### src/rtl/sdram_pkg.sv
// sdram_pkg: shared SDRAM command encodings, FSM states and bus widths.
package sdram_pkg;
  localparam int ADDR_W = 12;
  localparam int BANK_W = 2;
  localparam logic [3:0] CMD_NOP  = 4'b0111;
  localparam logic [3:0] CMD_PRE  = 4'b0010;
  localparam logic [3:0] CMD_AREF = 4'b0001;
  localparam logic [3:0] CMD_ACT  = 4'b0011;
  localparam logic [3:0] CMD_WR   = 4'b0100;
  localparam logic [3:0] CMD_RD   = 4'b0101;
  localparam logic [3:0] CMD_MRS  = 4'b0000;
  typedef enum logic [2:0] {S_IDLE, S_INIT, S_ARBIT, S_AREF, S_WRITE, S_READ} state_t;
endpackage

### src/rtl/sdram_arbit_wdog.sv
// sdram_arbit_wdog: saturating watchdog counter that flags an operation overstaying TIMEOUT cycles.
module sdram_arbit_wdog #(
  parameter logic [9:0] TIMEOUT = 10'd1000
) (
  input  logic clk_i,
  input  logic rst_n_i,
  input  logic clr_i,
  input  logic run_i,
  output logic expire_o
);
  logic [9:0] cnt_q, cnt_d;
  always_comb cnt_d = clr_i ? '0 : (run_i && cnt_q != TIMEOUT - 10'd1) ? cnt_q + 10'd1 : cnt_q;
  assign expire_o = run_i && cnt_q == TIMEOUT - 10'd1;
  always_ff @(posedge clk_i or negedge rst_n_i)
    if (!rst_n_i) cnt_q <= '0;
    else cnt_q <= cnt_d;
endmodule

### src/rtl/sdram_arbit.sv
// sdram_arbit: init sequencing and fixed-priority/round-robin sharing of the SDRAM command bus
// between refresh, write and read sub-controllers, with a watchdog recovering stuck operations.
module sdram_arbit
  import sdram_pkg::*;
#(
  parameter logic [9:0] TIMEOUT = 10'd1000,
  parameter logic [3:0] NOP     = CMD_NOP
) (
  input  logic              sclk,
  input  logic              s_rst_n,
  input  logic              flag_init_end,
  input  logic [3:0]        init_cmd,
  input  logic [ADDR_W-1:0] init_addr,
  input  logic              ref_req,
  input  logic              flag_ref_end,
  input  logic [3:0]        ref_cmd,
  input  logic [ADDR_W-1:0] ref_addr,
  input  logic [BANK_W-1:0] ref_bank,
  input  logic              wr_req,
  input  logic              flag_wr_end,
  input  logic [3:0]        wr_cmd,
  input  logic [ADDR_W-1:0] wr_addr,
  input  logic [BANK_W-1:0] wr_bank,
  input  logic              rd_req,
  input  logic              flag_rd_end,
  input  logic [3:0]        rd_cmd,
  input  logic [ADDR_W-1:0] rd_addr,
  input  logic [BANK_W-1:0] rd_bank,
  output logic              ref_en,
  output logic              wr_en,
  output logic              rd_en,
  output logic              sdram_cke,
  output logic [3:0]        sdram_cmd,
  output logic [ADDR_W-1:0] sdram_addr,
  output logic [BANK_W-1:0] sdram_bank,
  output logic              flag_init_done,
  output logic              err_timeout
);
  state_t state_q, state_d;
  logic ref_en_q, wr_en_q, rd_en_q, ref_en_d, wr_en_d, rd_en_d;
  logic last_q, last_d, done_q, done_d, err_q, err_d;
  logic active, end_act, expire;
  sdram_arbit_wdog #(.TIMEOUT(TIMEOUT)) u_wdog (
    .clk_i   (sclk),
    .rst_n_i (s_rst_n),
    .clr_i   (state_q == S_ARBIT),
    .run_i   (active),
    .expire_o(expire)
  );
  always_ff @(posedge sclk or negedge s_rst_n)
    if (!s_rst_n) begin
      state_q  <= S_IDLE;
      ref_en_q <= 1'b0;
      wr_en_q  <= 1'b0;
      rd_en_q  <= 1'b0;
      last_q   <= 1'b0;
      done_q   <= 1'b0;
      err_q    <= 1'b0;
    end else begin
      state_q  <= state_d;
      ref_en_q <= ref_en_d;
      wr_en_q  <= wr_en_d;
      rd_en_q  <= rd_en_d;
      last_q   <= last_d;
      done_q   <= done_d;
      err_q    <= err_d;
    end
  // last_q: 1 = write was granted most recently, 0 = read
  always_comb begin
    active  = state_q == S_AREF || state_q == S_WRITE || state_q == S_READ;
    end_act = (state_q == S_AREF && flag_ref_end) || (state_q == S_WRITE && flag_wr_end) ||
              (state_q == S_READ && flag_rd_end);
    state_d = state_q;
    unique case (state_q)
      S_IDLE:  state_d = S_INIT;
      S_INIT:  state_d = flag_init_end ? S_ARBIT : S_INIT;
      S_ARBIT: state_d = ref_req ? S_AREF : (wr_req && rd_req) ? (last_q ? S_READ : S_WRITE) :
                         wr_req ? S_WRITE : rd_req ? S_READ : S_ARBIT;
      S_AREF, S_WRITE, S_READ: state_d = (end_act || expire) ? S_ARBIT : state_q;
      default: state_d = S_IDLE;
    endcase
    ref_en_d = state_q == S_ARBIT && state_d == S_AREF;
    wr_en_d  = state_q == S_ARBIT && state_d == S_WRITE;
    rd_en_d  = state_q == S_ARBIT && state_d == S_READ;
    last_d   = wr_en_d ? 1'b1 : rd_en_d ? 1'b0 : last_q;
    done_d   = done_q || (state_q == S_INIT && flag_init_end);
    err_d    = err_q || (expire && !end_act);
  end
  always_comb begin
    sdram_cmd  = state_q == S_INIT ? init_cmd : state_q == S_AREF ? ref_cmd :
                 state_q == S_WRITE ? wr_cmd : state_q == S_READ ? rd_cmd : NOP;
    sdram_addr = state_q == S_INIT ? init_addr : state_q == S_AREF ? ref_addr :
                 state_q == S_WRITE ? wr_addr : state_q == S_READ ? rd_addr : '0;
    sdram_bank = state_q == S_AREF ? ref_bank : state_q == S_WRITE ? wr_bank :
                 state_q == S_READ ? rd_bank : '0;
  end
  assign ref_en         = ref_en_q;
  assign wr_en          = wr_en_q;
  assign rd_en          = rd_en_q;
  assign sdram_cke      = 1'b1;
  assign flag_init_done = done_q;
  assign err_timeout    = err_q;
endmodule

### config.mk
export PLATFORM = sky130hd
export DESIGN_NAME = sdram_arbit
export DESIGN_NICKNAME = d
export VERILOG_FILES = /design/src/rtl/sdram_pkg.sv /design/src/rtl/sdram_arbit_wdog.sv /design/src/rtl/sdram_arbit.sv
export SDC_FILE = /design/constraint.sdc
export NUM_CORES = 1
export LEC_CHECK = 0
export BUFFER_PORTS_ARGS = -buffer_cell sky130_fd_sc_hd__buf_2
export CAP_MARGIN = 20
export CORE_MARGIN = 1.5
export CORE_UTILIZATION = 46
export DETAILED_ROUTE_END_ITERATION = 12
export PLACE_DENSITY = 0.88
export SYNTH_ARGS = -nofsm -noshare
export SYNTH_HDL_FRONTEND = slang
export SYNTH_HIERARCHICAL = 1
export SYNTH_SLANG_ARGS = --single-unit
### constraint.sdc
create_clock -name sclk -period 3.75 [get_ports sclk]
set_input_delay 0.9375 -clock sclk [delete_from_list [all_inputs] [get_ports sclk]]
set_output_delay 0.9375 -clock sclk [all_outputs]
set_load 0.01 [all_outputs]
* Yosys cells after proc, flatten, opt, wreduce, memory -nomap -nowiden
Cells that the tools add are included.
Widths: inputs -> output; s select.
** Storage, ports and cells
- Register bits :: 19
- Latch bits :: 0
- RAM bits :: 0
- Memory bits (read-only) :: 0
- Output and inout bits :: 24
- Memories kept :: 0
** Cells by class
- Add/sub/neg operators :: 1
- Multipliers :: 0
- Divide/modulo/power cells :: 0
- Order comparisons :: 0
- Eq/ne operators :: 10
- Shifts and indexed selects :: 0
- Multiplexer cells :: 23
- Bitwise logic cells :: 0
- Reductions and logical operators :: 23
** Operators with widths (count)
- $mux 12 :: 4
- $mux 10 :: 2
- $mux 4 :: 4
- $mux 3 :: 5
- $eq 3x3->1 const B :: 4
- $pmux 3 s4 :: 1
- $logic_and 1x1->1 :: 11
- $add 10x1->10 const B :: 1
- $eq 10x10->1 const B :: 1
- $ne 10x10->1 const B :: 1
- $eq 3x2->1 const B :: 3
- $mux 2 :: 4
- $logic_or 1x1->1 :: 7
- $reduce_bool 2->1 :: 2
- $eq 3x1->1 const B :: 1
- $logic_not 3->1 :: 1
- $mux 1 :: 3
- $reduce_or 3->1 :: 1
- $logic_not 1->1 :: 1

* Logic depth before layout (Yosys ltp)
- Depth in word-level cells :: 11
- Mapped depth :: 6
- Depth with buffers taken out :: 5

* Hierarchy
Netlist, hierarchy kept.
** By module, submodules not included
- sdram_arbit :: instances 1, cells each 125, area each 1004.7 um^2
- sdram_arbit_wdog :: instances 1, cells each 59, area each 554.3 um^2

* Worst setup path after synthesis
Ideal clock, no wire load.
- Path type :: in2out
- From :: in rd_cmd[0]
- To :: out sdram_cmd[0]
- Data arrival time :: 1.364 ns
- Data required time :: 2.812 ns
- Slack :: 1.448 ns
- Stages on the path :: 3
- Path buffers :: 0
- Cells stage by stage :: mux2_2 > o22ai_1 > nor2_1
** On the way
- Word-level cells in the longest chain between the ends :: 4
** RTL lines
- from (decl) :: line sdram_arbit.sv:26 : input logic [3:0] rd_cmd,
- $mux 4 (2 in a row) :: line sdram_arbit.sv:91 : state_q == S_WRITE ? wr_cmd : state_q == S_READ ? rd_cmd : NOP;
- $mux 4 (2 in a row) :: line sdram_arbit.sv:90 : sdram_cmd = state_q == S_INIT ? init_cmd : state_q == S_AREF ? ref_cmd :
- to (decl) :: line sdram_arbit.sv:33 : output logic [3:0] sdram_cmd,
Every way passes these cells.

* Worst setup path after layout
- From :: reg state_q[1]
- To :: out sdram_addr[7]
** On the way
- Word-level cells in the longest chain between the ends :: 5
** RTL lines
- from (decl) :: line sdram_arbit.sv:39 : state_t state_q, state_d;
- from (signal assigned) :: line sdram_arbit.sv:60 : state_q <= state_d;
- $eq 3x3->1 :: line sdram_arbit.sv:93 : state_q == S_WRITE ? wr_addr : state_q == S_READ ? rd_addr : '0;
- $mux 12 (2 in a row) :: line sdram_arbit.sv:93
- $mux 12 :: line sdram_arbit.sv:92 : sdram_addr = state_q == S_INIT ? init_addr : state_q == S_AREF ? ref_addr :
- $mux 12 (*) :: line sdram_arbit.sv:92
- to (decl) :: line sdram_arbit.sv:34 : output logic [ADDR_W-1:0] sdram_addr,
Mark *: on every way between the ends. The rest lies on a longest branch, timed or not.

==> impl_metrics.csv <==
group,metric,value,unit
yosys,ys_ff_latch,19,
cts,cts_buffers,3,
yosys,yosysUniqueCellTypes,49,
status,status,"finished clean",
yosys,synth_edf_count,0,
flow_run,max_cap_viol_count,0,
timing,slew_headroom,40.8,%
global_route,gr-usage-met3,4.41,%
detailed_routing,route.detailed.drc,0,
die,dieArea,0.00375,mm²
worst_hold_path,hp-class,"flop to flop",
detailed_routing,ant_nets,0,
global_route,grt_use_met1,31.5,%
die,num_rows,20,
placement,placed_area,0.00205,mm²
cts,clkLatencyLatePin,290,ps
timing,finalMaxSlewViolations,0,
placement,place_ws,1060,ps
yosys,ys_warn_count,6,
cells_and_area,insertedDiodeCount,0,
yosys,ys_top_cells_by_count,"nand2_1 (25), dfrtp_1 (19), nor2_1 (15)",
yosys,ys_seq_area_share,30.5,%
die,io_pins,103,
cts,cts_sinks,19,
timing,finalHoldViolCount,0,
detailed_routing,wirelength,4.52,mm
global_route,grt_pass1_wl,6.44,mm
cts,htreeDepth,1,
timing,worstMarginPinSlew,887,ps
timing,hold_ws,466,ps
worst_setup_path,cp_max_fo,20,
cells_and_area,drive_gt1_share,42.5,%
detailed_routing,wire_per_inst,14.0,µm
worst_setup_path,arrival,2090,ps
yosys,synth_top_family_by_area,"simple AND/OR/NAND/NOR gates",
timing,min_period,3030,ps
global_route,met2_usage,35.1,%
yosys,avgSynthCellArea,8.47,µm²
yosys,synth_xor_area_share,0.562,%
worst_setup_path,cp-start-kind,"flop",
cts,root_buffer,"clkbuf_4",
timing,fin_ws,719,ps
worst_setup_path,critPathCaptureType,"primary output",
power_and_ir_drop,p_per_area,544,mW/mm²
timing,tns,0,ps
timing,fin_skew,3.17,ps
die,die_y,61.2,µm
global_route,grt.busiest_layer,"met2",
global_route,grt_pass1_vias,1497,
timing,rsz0062_at_grt,"false",
cells_and_area,synthToLayoutAreaGrowth,33.5,%
worst_setup_path,required,2810,ps
global_route,grt_remaining_overflow,0,
timing,setup_viol,0,
power_and_ir_drop,leakage,1.02,nW
yosys,syn_nets,264,
detailed_routing,via_count,1754,
power_and_ir_drop,vdd_drop_max,0.000341,V
yosys,synthSimpleGateAreaFrac,28.0,%
die,die_w,61.2,µm
die,core_area,0.00313,mm²
cts,cts_setup_buffers,0,
yosys,muxShareOfSynthArea,15.2,%
cells_and_area,final_cell_area,0.00208,mm²
detailed_routing,drt_pass1_iterations,4,
yosys,yosysMostFrequentCell,"nand2_1",
worst_setup_path,crit_type,"flop to primary output",
yosys,synthFlopType,"dfrtp_1",
cells_and_area,nFillCells,262,
yosys,netlist_area,0.00156,mm²
detailed_routing,drtIter0Drc,102,
global_route,grt_usage,22.4,%
detailed_routing,vias_per_cell,5.41,
die,start_util,49.8,%
global_route,grt_max_degree,21,
cells_and_area,fin_util,66.5,%
yosys,synthAdderAreaFrac,0.803,%
yosys,syn_inst,184,
timing,fin_crit_sh,80.8,%
yosys,synth_area_leaders,"dfrtp_1 (30%), mux2i_1 (9.0%), nand2_1 (6.0%)",
cts,cts_hold_buf,0,
placement,gp_congestion,0.806,
placement,io_buffers,101,
yosys,synth_top_area_share,30.5,%
cts,clk_pin_slew,90,ps
yosys,synth-async-reset-ratio,100,%
cts,cts_buffer_depth,2,
cts,cts_tree,"done",
global_route,antenna_found_initial,0,
yosys,yosys.area.top_type,"dfrtp_1",
yosys,synth-compound-area-share,19.5,%
cts,ctsResizeCount,0,
placement,hpwlAfterDp,3.63,mm
cells_and_area,layout.nets,361,
timing,timing.fmax,330,MHz
flip-flops by register name, indices dropped and copies added (netlist names):
| name | cells |
|---|---|
| err_timeout | 1 |
| flag_init_done | 1 |
| last_q | 1 |
| rd_en | 1 |
| ref_en | 1 |
| state_q | 3 |
| u_wdog/cnt_q | 10 |
| wr_en | 1 |
path summary, 6_finish.rpt:
| check | cells past startpoint | slack, ps | from | to |
|---|---|---|---|---|
| max | 4 | 720 | state_q[1] | sdram_addr[7] |
| min | 1 | 470 | err_timeout | err_timeout |
| max reg2reg | 5 | 1050 | state_q[0] | u_wdog/cnt_q[8] |
| min reg2reg | 1 | 470 | err_timeout | err_timeout |
| max in group asynchronous | 1 | 2900 | s_rst_n | u_wdog/cnt_q[3] |
| min in group asynchronous | 1 | 560 | s_rst_n | u_wdog/cnt_q[8] |
layer usage:
metal	routed length, µm	part of all wire (%)
met1	1970	43
met2	2230	49
met3	265	5.9
met4	61	1.3
met5	0	0
where the power goes:
| group | leakage [nW] | switching, W | internal, W | total [W] |
|---|---|---|---|---|
| Sequential | 0.250 | 0.000119 | 0.000243 | 0.000361 |
| Combinational | 0.757 | 0.000349 | 0.000326 | 0.000674 |
| Clock | 0.0150 | 0.0000555 | 0.0000414 | 0.0000969 |
| Total | 1.02 | 0.000523 | 0.000610 | 0.00113 |
metrics by stage:
step / total power (W) / cells
5_1_grt: 0.00123 / 324
4_1_cts: 0.00114 / 324
3_5_place_dp: 0.00103 / 320
6_report: 0.00113 / 324
3_3_place_gp: 0.00102 / 320
2_1_floorplan: 0.000842 / 184
logic make-up (layout without fill, tap and decap cells):
family	after synthesis	in the layout
AO/OA/AOI/OAI	44	44
flip-flops	19	19
buffers and inverters	13	109
other	1	1
adder cells (fa/ha/maj)	1	1
multiplexers	22	22
XOR/XNOR	1	1
AND/OR/NAND/NOR	83	83
final cells by class:
class | count | area (µm²) | share of cell area, %
clock buffers | 4 | 26.3 | 1.26
inverters | 4 | 15.0 | 0.722
multi-input cells | 152 | 1000 | 48.2
flip-flops and latches | 19 | 475 | 22.9
well taps | 44 | 55.1 | 2.65
repair buffers | 101 | 505 | 24.3
layout by cell type, fill, tap and decap left out, types with 4 or more instances in the layout:
cell | netlist | final
o211ai_1 | 10 | 10
buf_2 | 1 | 101
nand2b_1 | 6 | 6
dfrtp_1 | 19 | 19
nand4_1 | 4 | 4
nand3_1 | 11 | 11
nand2_1 | 25 | 25
nor3_1 | 5 | 5
o21ai_0 | 4 | 4
nor2_1 | 15 | 15
o221ai_1 | 4 | 4
mux2i_1 | 14 | 14
mux2_2 | 6 | 6
a21oi_1 | 7 | 7
critical path, stage by stage (launching register included):
cell,delay [ps]
dfrtp_1,720
nor3b_4,670
nand2_1,150
o211ai_1,100
buf_2,160
No activity file was read; power rests on OpenSTA's default activity.
